$ cat config.mk
export PLATFORM = sky130hd
export DESIGN_NAME = mem_bridge_master
export DESIGN_NICKNAME = d
export VERILOG_FILES = /design/src/rtl/mem_bridge_master_pkg.sv /design/src/rtl/mem_burst_counter.sv /design/src/rtl/mem_bridge_master.sv
export SDC_FILE = /design/constraint.sdc
export NUM_CORES = 1
export LEC_CHECK = 0
export ABC_AREA = 0
export ABC_CLOCK_PERIOD_IN_PS = 1700
export CORE_ASPECT_RATIO = 2
export CORE_MARGIN = 2
export CORE_UTILIZATION = 45
export CTS_BUF_LIST = sky130_fd_sc_hd__clkbuf_8 sky130_fd_sc_hd__clkbuf_16
export DETAILED_ROUTE_END_ITERATION = 16
export GPL_ROUTABILITY_DRIVEN = 0
export GPL_TIMING_DRIVEN = 0
export PLACE_DENSITY_LB_ADDON = 0.2
export SETUP_SLACK_MARGIN = 0.5
export SYNTH_ARGS = -nofsm -noshare
export SYNTH_HDL_FRONTEND = slang
export SYNTH_SLANG_ARGS = --single-unit
$ cat constraint.sdc
create_clock -name clk -period 1.7 [get_ports clk]
set_clock_uncertainty 0.15 [all_clocks]
set_input_delay 0.34 -clock clk [delete_from_list [all_inputs] [get_ports clk]]
set_output_delay 0.34 -clock clk [all_outputs]
set_load 0.01 [all_outputs]
$ cat src/rtl/mem_bridge_master_pkg.sv
// Shared definitions for the MainBus memory bridge initiator:
// FSM state encodings, strobe active levels and bus direction codes.
package mem_bridge_master_pkg;

  // Bridge sequencer states
  typedef enum logic [1:0] {
    ST_IDLE     = 2'd0,
    ST_RD       = 2'd1,
    ST_RD_DRAIN = 2'd2,
    ST_WR       = 2'd3
  } mb_state_e;

  // Memory strobes are active-low
  localparam logic MB_STROBE_ON  = 1'b0;
  localparam logic MB_STROBE_OFF = 1'b1;

  // MemBridge_Dir encodings
  localparam logic MB_DIR_WR = 1'b0;  // MainBus -> memory
  localparam logic MB_DIR_RD = 1'b1;  // memory -> MainBus

  // True when an active-low strobe level is asserted
  function automatic logic strobe_active(input logic level);
    return (level == MB_STROBE_ON);
  endfunction

endpackage

$ cat src/rtl/mem_burst_counter.sv
// Burst address register and beat down-counter.
// load captures a new burst; step consumes one beat. When both are high in
// the same cycle the first beat is consumed straight from the load values.
module mem_burst_counter #(
  parameter int ADDR_W = 16,
  parameter int LEN_W  = 8
) (
  input  logic              clk,
  input  logic              rst_n,
  input  logic              load,
  input  logic              step,
  input  logic [ADDR_W-1:0] load_addr,
  input  logic [LEN_W-1:0]  load_len,
  output logic [ADDR_W-1:0] cur_addr,
  output logic              last
);

  localparam logic [ADDR_W-1:0] ADDR_ONE = {{(ADDR_W-1){1'b0}}, 1'b1};
  localparam logic [LEN_W-1:0]  LEN_ONE  = {{(LEN_W-1){1'b0}}, 1'b1};

  logic [ADDR_W-1:0] addr_r;
  logic [LEN_W-1:0]  cnt_r;

  // Address advances and beat count drops once per issued beat; address wraps
  always_ff @(posedge clk or negedge rst_n) begin
    if (!rst_n) begin
      addr_r <= {ADDR_W{1'b0}};
      cnt_r  <= {LEN_W{1'b0}};
    end else if (load && step) begin
      addr_r <= load_addr + ADDR_ONE;
      cnt_r  <= load_len - LEN_ONE;
    end else if (load) begin
      addr_r <= load_addr;
      cnt_r  <= load_len;
    end else if (step) begin
      addr_r <= addr_r + ADDR_ONE;
      cnt_r  <= cnt_r - LEN_ONE;
    end else begin
      addr_r <= addr_r;
      cnt_r  <= cnt_r;
    end
  end

  assign cur_addr = addr_r;
  assign last     = (cnt_r == {LEN_W{1'b0}});

endmodule

$ cat src/rtl/mem_bridge_master.sv
// MainBus-side initiator for the RAM/ROM block. Turns single/burst requests
// into registered memory strobes and returns read data with fixed latency
// (beat decided in cycle N -> rsp_valid in cycle N+3).
module mem_bridge_master
  import mem_bridge_master_pkg::*;
#(
  parameter int ADDR_W = 16,
  parameter int DATA_W = 8,
  parameter int LEN_W  = 8
) (
  input  logic              clk,
  input  logic              rst_n,
  input  logic              req_valid,
  output logic              req_ready,
  input  logic              req_write,
  input  logic [ADDR_W-1:0] req_addr,
  input  logic [LEN_W-1:0]  req_len,
  input  logic              wd_valid,
  output logic              wd_ready,
  input  logic [DATA_W-1:0] wd_data,
  output logic              rsp_valid,
  output logic [DATA_W-1:0] rsp_data,
  output logic              rsp_last,
  output logic              wr_done,
  output logic              busy,
  output logic [ADDR_W-1:0] AddrBus,
  output logic [DATA_W-1:0] MainBusOut,
  input  logic [DATA_W-1:0] MainBusIn,
  output logic              MemBridge_Load,
  output logic              MemBridge_Assert,
  output logic              MemBridge_Dir
);

  mb_state_e         state_r;
  logic              mb_load_r;
  logic              mb_assert_r;
  logic              mb_dir_r;
  logic [ADDR_W-1:0] addr_bus_r;
  logic [DATA_W-1:0] main_bus_out_r;
  logic              wr_done_r;

  logic [1:0]        pipe_vld_r;
  logic [1:0]        pipe_last_r;
  logic              rsp_valid_r;
  logic              rsp_last_r;
  logic [DATA_W-1:0] rsp_data_r;

  logic              accept_s;
  logic              rd_issue_s;
  logic              wr_issue_s;
  logic              beat_last_s;
  logic [ADDR_W-1:0] beat_addr_s;
  logic [ADDR_W-1:0] cur_addr_s;
  logic              cnt_last_s;

  mem_burst_counter #(
    .ADDR_W (ADDR_W),
    .LEN_W  (LEN_W)
  ) u_cnt (
    .clk       (clk),
    .rst_n     (rst_n),
    .load      (accept_s),
    .step      (rd_issue_s | wr_issue_s),
    .load_addr (req_addr),
    .load_len  (req_len),
    .cur_addr  (cur_addr_s),
    .last      (cnt_last_s)
  );

  // Beat decision for this cycle; a read issues its first beat in the accept cycle
  always_comb begin
    accept_s    = 1'b0;
    rd_issue_s  = 1'b0;
    wr_issue_s  = 1'b0;
    beat_last_s = 1'b0;
    beat_addr_s = cur_addr_s;
    case (state_r)
      ST_IDLE: begin
        accept_s    = req_valid;
        rd_issue_s  = req_valid & ~req_write;
        beat_last_s = (req_len == {LEN_W{1'b0}});
        beat_addr_s = req_addr;
      end
      ST_RD: begin
        rd_issue_s  = 1'b1;
        beat_last_s = cnt_last_s;
      end
      ST_WR: begin
        wr_issue_s  = wd_valid;
        beat_last_s = cnt_last_s;
      end
      default: begin
        beat_last_s = 1'b0;
      end
    endcase
  end

  // Sequencer with registered memory strobes, address and write data
  always_ff @(posedge clk or negedge rst_n) begin
    if (!rst_n) begin
      state_r        <= ST_IDLE;
      mb_load_r      <= MB_STROBE_OFF;
      mb_assert_r    <= MB_STROBE_OFF;
      mb_dir_r       <= MB_DIR_WR;
      addr_bus_r     <= {ADDR_W{1'b0}};
      main_bus_out_r <= {DATA_W{1'b0}};
      wr_done_r      <= 1'b0;
    end else begin
      mb_load_r   <= MB_STROBE_OFF;
      mb_assert_r <= MB_STROBE_OFF;
      wr_done_r   <= 1'b0;
      case (state_r)
        ST_IDLE: begin
          if (accept_s) begin
            if (req_write) begin
              state_r <= ST_WR;
            end else begin
              mb_assert_r <= MB_STROBE_ON;
              mb_dir_r    <= MB_DIR_RD;
              addr_bus_r  <= beat_addr_s;
              state_r     <= beat_last_s ? ST_RD_DRAIN : ST_RD;
            end
          end
        end
        ST_RD: begin
          mb_assert_r <= MB_STROBE_ON;
          mb_dir_r    <= MB_DIR_RD;
          addr_bus_r  <= beat_addr_s;
          if (beat_last_s) begin
            state_r <= ST_RD_DRAIN;
          end
        end
        ST_RD_DRAIN: begin
          // Final beat has left stage 0; it reaches rsp as IDLE is entered
          if (!pipe_vld_r[0]) begin
            state_r <= ST_IDLE;
          end
        end
        ST_WR: begin
          if (wr_issue_s) begin
            mb_load_r      <= MB_STROBE_ON;
            mb_dir_r       <= MB_DIR_WR;
            addr_bus_r     <= beat_addr_s;
            main_bus_out_r <= wd_data;
            if (beat_last_s) begin
              state_r   <= ST_IDLE;
              wr_done_r <= 1'b1;
            end
          end
        end
        default: begin
          state_r <= ST_IDLE;
        end
      endcase
    end
  end

  // Read-valid/last pipe tracking strobe and memory latency, then data capture
  always_ff @(posedge clk or negedge rst_n) begin
    if (!rst_n) begin
      pipe_vld_r  <= 2'b00;
      pipe_last_r <= 2'b00;
      rsp_valid_r <= 1'b0;
      rsp_last_r  <= 1'b0;
      rsp_data_r  <= {DATA_W{1'b0}};
    end else begin
      pipe_vld_r  <= {pipe_vld_r[0], rd_issue_s};
      pipe_last_r <= {pipe_last_r[0], rd_issue_s & beat_last_s};
      rsp_valid_r <= pipe_vld_r[1];
      rsp_last_r  <= pipe_vld_r[1] & pipe_last_r[1];
      if (pipe_vld_r[1]) begin
        rsp_data_r <= MainBusIn;
      end
    end
  end

  assign req_ready        = (state_r == ST_IDLE);
  assign wd_ready         = (state_r == ST_WR);
  assign busy             = (state_r != ST_IDLE) | (|pipe_vld_r);
  assign rsp_valid        = rsp_valid_r;
  assign rsp_last         = rsp_last_r;
  assign rsp_data         = rsp_data_r;
  assign wr_done          = wr_done_r;
  assign AddrBus          = addr_bus_r;
  assign MainBusOut       = main_bus_out_r;
  assign MemBridge_Load   = mb_load_r;
  assign MemBridge_Assert = mb_assert_r;
  assign MemBridge_Dir    = mb_dir_r;

endmodule
==> results.json <==
{
  "layout.nets": 651,
  "nFillCells": 479,
  "rsz0062_at_grt": "yes",
  "holdCritPathClass": "in2async",
  "cts_tree": "done",
  "antenna_cells": 0,
  "async_flop_share": 1.00,
  "core_area_um2": 8290,
  "clock-sinks": 68,
  "setup_viol": 52,
  "rows": 47,
  "crit_path_max_incr_delay_ns": 0.42,
  "drc": 0,
  "synth_area_leader_cell": "dfrtp_1",
  "synth-seq-cells": 68,
  "grt_usage": 0.295,
  "drv_cap": 0,
  "dp_hpwl_um": 8400,
  "ant_nets": 0,
  "drive_gt1_frac": 0.461,
  "r2r_slack_ns": -0.27,
  "critPathArrivalTime_ns": 2.04,
  "synth_cell_types": 54,
  "die_y_um": 135,
  "critical_path_required_ns": 1.77,
  "grt_pass1_vias": 4279,
  "start_util": 0.464,
  "cp_top_family": "simple AND/OR/NAND/NOR gates",
  "syn_nets": 460,
  "violations": "negative hold slack, negative setup slack",
  "antenna_found_initial": 0,
  "synthFlopType": "dfrtp_1",
  "layout_worst_path_cycle_share": 1.16,
  "grt_max_degree": 69,
  "syn-cell-area_um2": 3840,
  "worst-path-buf-inv": 3,
  "status": "finished, violations left",
  "p_per_area_nw_per_um2": 1530,
  "ys_seq_area_frac": 0.443,
  "clock_latency_ns": 0.34,
  "endpoint_kind": "flip-flop",
  "hold_ws_ns": -0.0314,
  "vdd_drop_max_v": 0.00107,
  "hold_viol": 40,
  "setup_ws_ns": -0.267,
  "clk_path_buf_depth": 2,
  "setup_tns_ns": -8.88,
  "dieArea_um2": 9340,
  "start_kind": "flip-flop",
  "routedWlPerCell_um": 20.8,
  "report.final.slew_viol_count": 0,
  "port-buffer-count": 84,
  "yosysWarnings": 0,
  "htree_levels": 3,
  "crit_top_cell": "buf_6",
  "critPathMaxFanout": 5,
  "first_pass_iters": 5,
  "grt_overflow_total": 0,
  "grt_pass1_wl_um": 21600,
  "area_growth_pct": 70.9,
  "critPathKind": "reg2reg",
  "synth.avg_cell_area_um2": 9.40,
  "cts_root_buf": "clkbuf_16",
  "synth_edf_count": 0,
  "crit_slowest_cell": "dfrtp_1",
  "min_period_ns": 1.97,
  "cts-buffers-inserted": 9,
  "yosysTopAreaCellShare": 0.430,
  "crit_chain": "buf_6, nor2_4, buf_6, buf_12, nand4_1, and2_4, o32a_1",
  "synth_area_leaders": "dfrtp_1, mux2i_1, o21ai_0, mux2_2, nand2_1",
  "p_leak_nw": 2.87,
  "worst_pin_slew_ns": 0.878,
  "synthCells": 409,
  "drt-total-wl_um": 14600,
  "drt_iter0_drc": 369,
  "clock.fmax_mhz": 508,
  "io_pins": 86,
  "viasPerCell": 6.19,
  "slew_headroom": 0.415,
  "clkTransAtPathRegs_ns": 0.06,
  "vias": 4350,
  "die_w_um": 69.4,
  "preCtsSetupSlack_ns": -0.840
}
==> stage by stage <==
step | util | total power [mW] | instances | instance area [um^2]
2_1_floorplan | - | 4.76 | 409 | 4000
3_3_place_gp | 0.599 | 6.15 | 591 | 4970
3_5_place_dp | 0.599 | 6.30 | 591 | 4960
4_1_cts | 0.732 | 9.19 | 673 | 6070
5_1_grt | 0.792 | 10.5 | 703 | 6570
6_report | 0.792 | 10.0 | 703 | 6570
==> cells in the final DEF, fill, tap and decap left out, drive strengths merged, types with 8 or more instances in the layout <==
cell type,count
and2,10
a21oi,22
mux2i,20
nand4,13
clkbuf,18
dlygate4sd2,8
inv,12
mux2,16
buf,153
dfrtp,66
nor2,31
xor2,8
clkdlybuf4s50,29
nor3,11
nand2,43
o21ai,40
xnor2,12
==> synthesized netlist by cell type, types with 10 or more instances <==
library cell	n
a21oi_1	22
and2_1	10
buf_2	14
dfrtp_1	66
inv_1	11
mux2_2	16
mux2i_1	20
nand2_1	42
nand4_1	13
nor2_1	30
nor3_1	11
o21ai_0	40
xnor2_1	12
==> kinds of logic (layout without fill, tap and decap cells) <==
group	count (synthesis)	after routing	synth area share
xor+xnor	20	20	0.0456
mux	36	36	0.0990
compound gates	105	105	0.168
simple gates	139	140	0.182
buf+inv	35	230	0.0426
fa+ha+maj	6	6	0.0195
flops	68	68	0.443
==> final timing paths <==
| path | startpoint | endpoint | depth (start not counted) |
|---|---|---|---|
| hold / removal | rst_n | AddrBus[0] | 1 |
| min in group clk | pipe_last_r[0] | pipe_last_r[1] | 0 |
| setup reg to reg | state_r[0] | state_r[0] | 7 |
| max in group asynchronous | rst_n | u_cnt.cur_addr[9] | 1 |
| setup / recovery | state_r[0] | state_r[0] | 7 |
| hold reg to reg | pipe_last_r[0] | pipe_last_r[1] | 0 |
==> report_power, final <==
group          internal (mW)  switching, mW  total (mW)
combinational           2.76           2.33        5.09
sequential              2.32          0.599        2.92
clock                   1.32          0.711        2.03
total                   6.41           3.64        10.0
==> state kept, by name, indices dropped and copies added, names as in the netlist <==
signal and cells:
pipe_last_r 2, rsp_valid 1, AddrBus 16, wr_done 1, u_cnt.cur_addr 16, MainBusOut 8, state_r 2, u_cnt.cnt_r 8
MemBridge_Assert 1, pipe_vld_r 2, rsp_last 1, MemBridge_Dir 1, MemBridge_Load 1, rsp_data 8
==> what timing repair did <==
| item | 4_1_cts | 5_1_grt |
|---|---|---|
| setup buffers | 63 | 28 |
| gates resized for setup | 292 | 57 |
| cloned | 3 | 2 |
| hold buffers | 0 | 0 |
| endpoints found under the hold margin | 0 | 0 |
| setup endpoints to repair | 104 | 101 |
| pin swaps | 25 | 23 |
==> layout make-up <==
| type | count | area (um^2) | area share |
|---|---|---|---|
| clock inverter | 6 | 86.3 | 0.0131 |
| clock buffer | 10 | 239 | 0.0364 |
| sequential | 68 | 1710 | 0.260 |
| buffer | 24 | 327 | 0.0497 |
| timing repair buffer | 179 | 1560 | 0.238 |
| inverter | 11 | 43.8 | 0.00667 |
| multi-input combinational | 307 | 2480 | 0.378 |
| tap | 98 | 123 | 0.0187 |
==> routing by layer <==
layer | share of wire | GRT usage | vias to the layer above
met5 | 0 | 0 | -
met4 | 0.087 | 0.212 | 0
met3 | 0.065 | 0.0575 | 117
met2 | 0.52 | 0.532 | 288
met1 | 0.33 | 0.296 | 2075
li1 | - | - | 1870
Note: power is estimated with default switching activity, not from simulation.
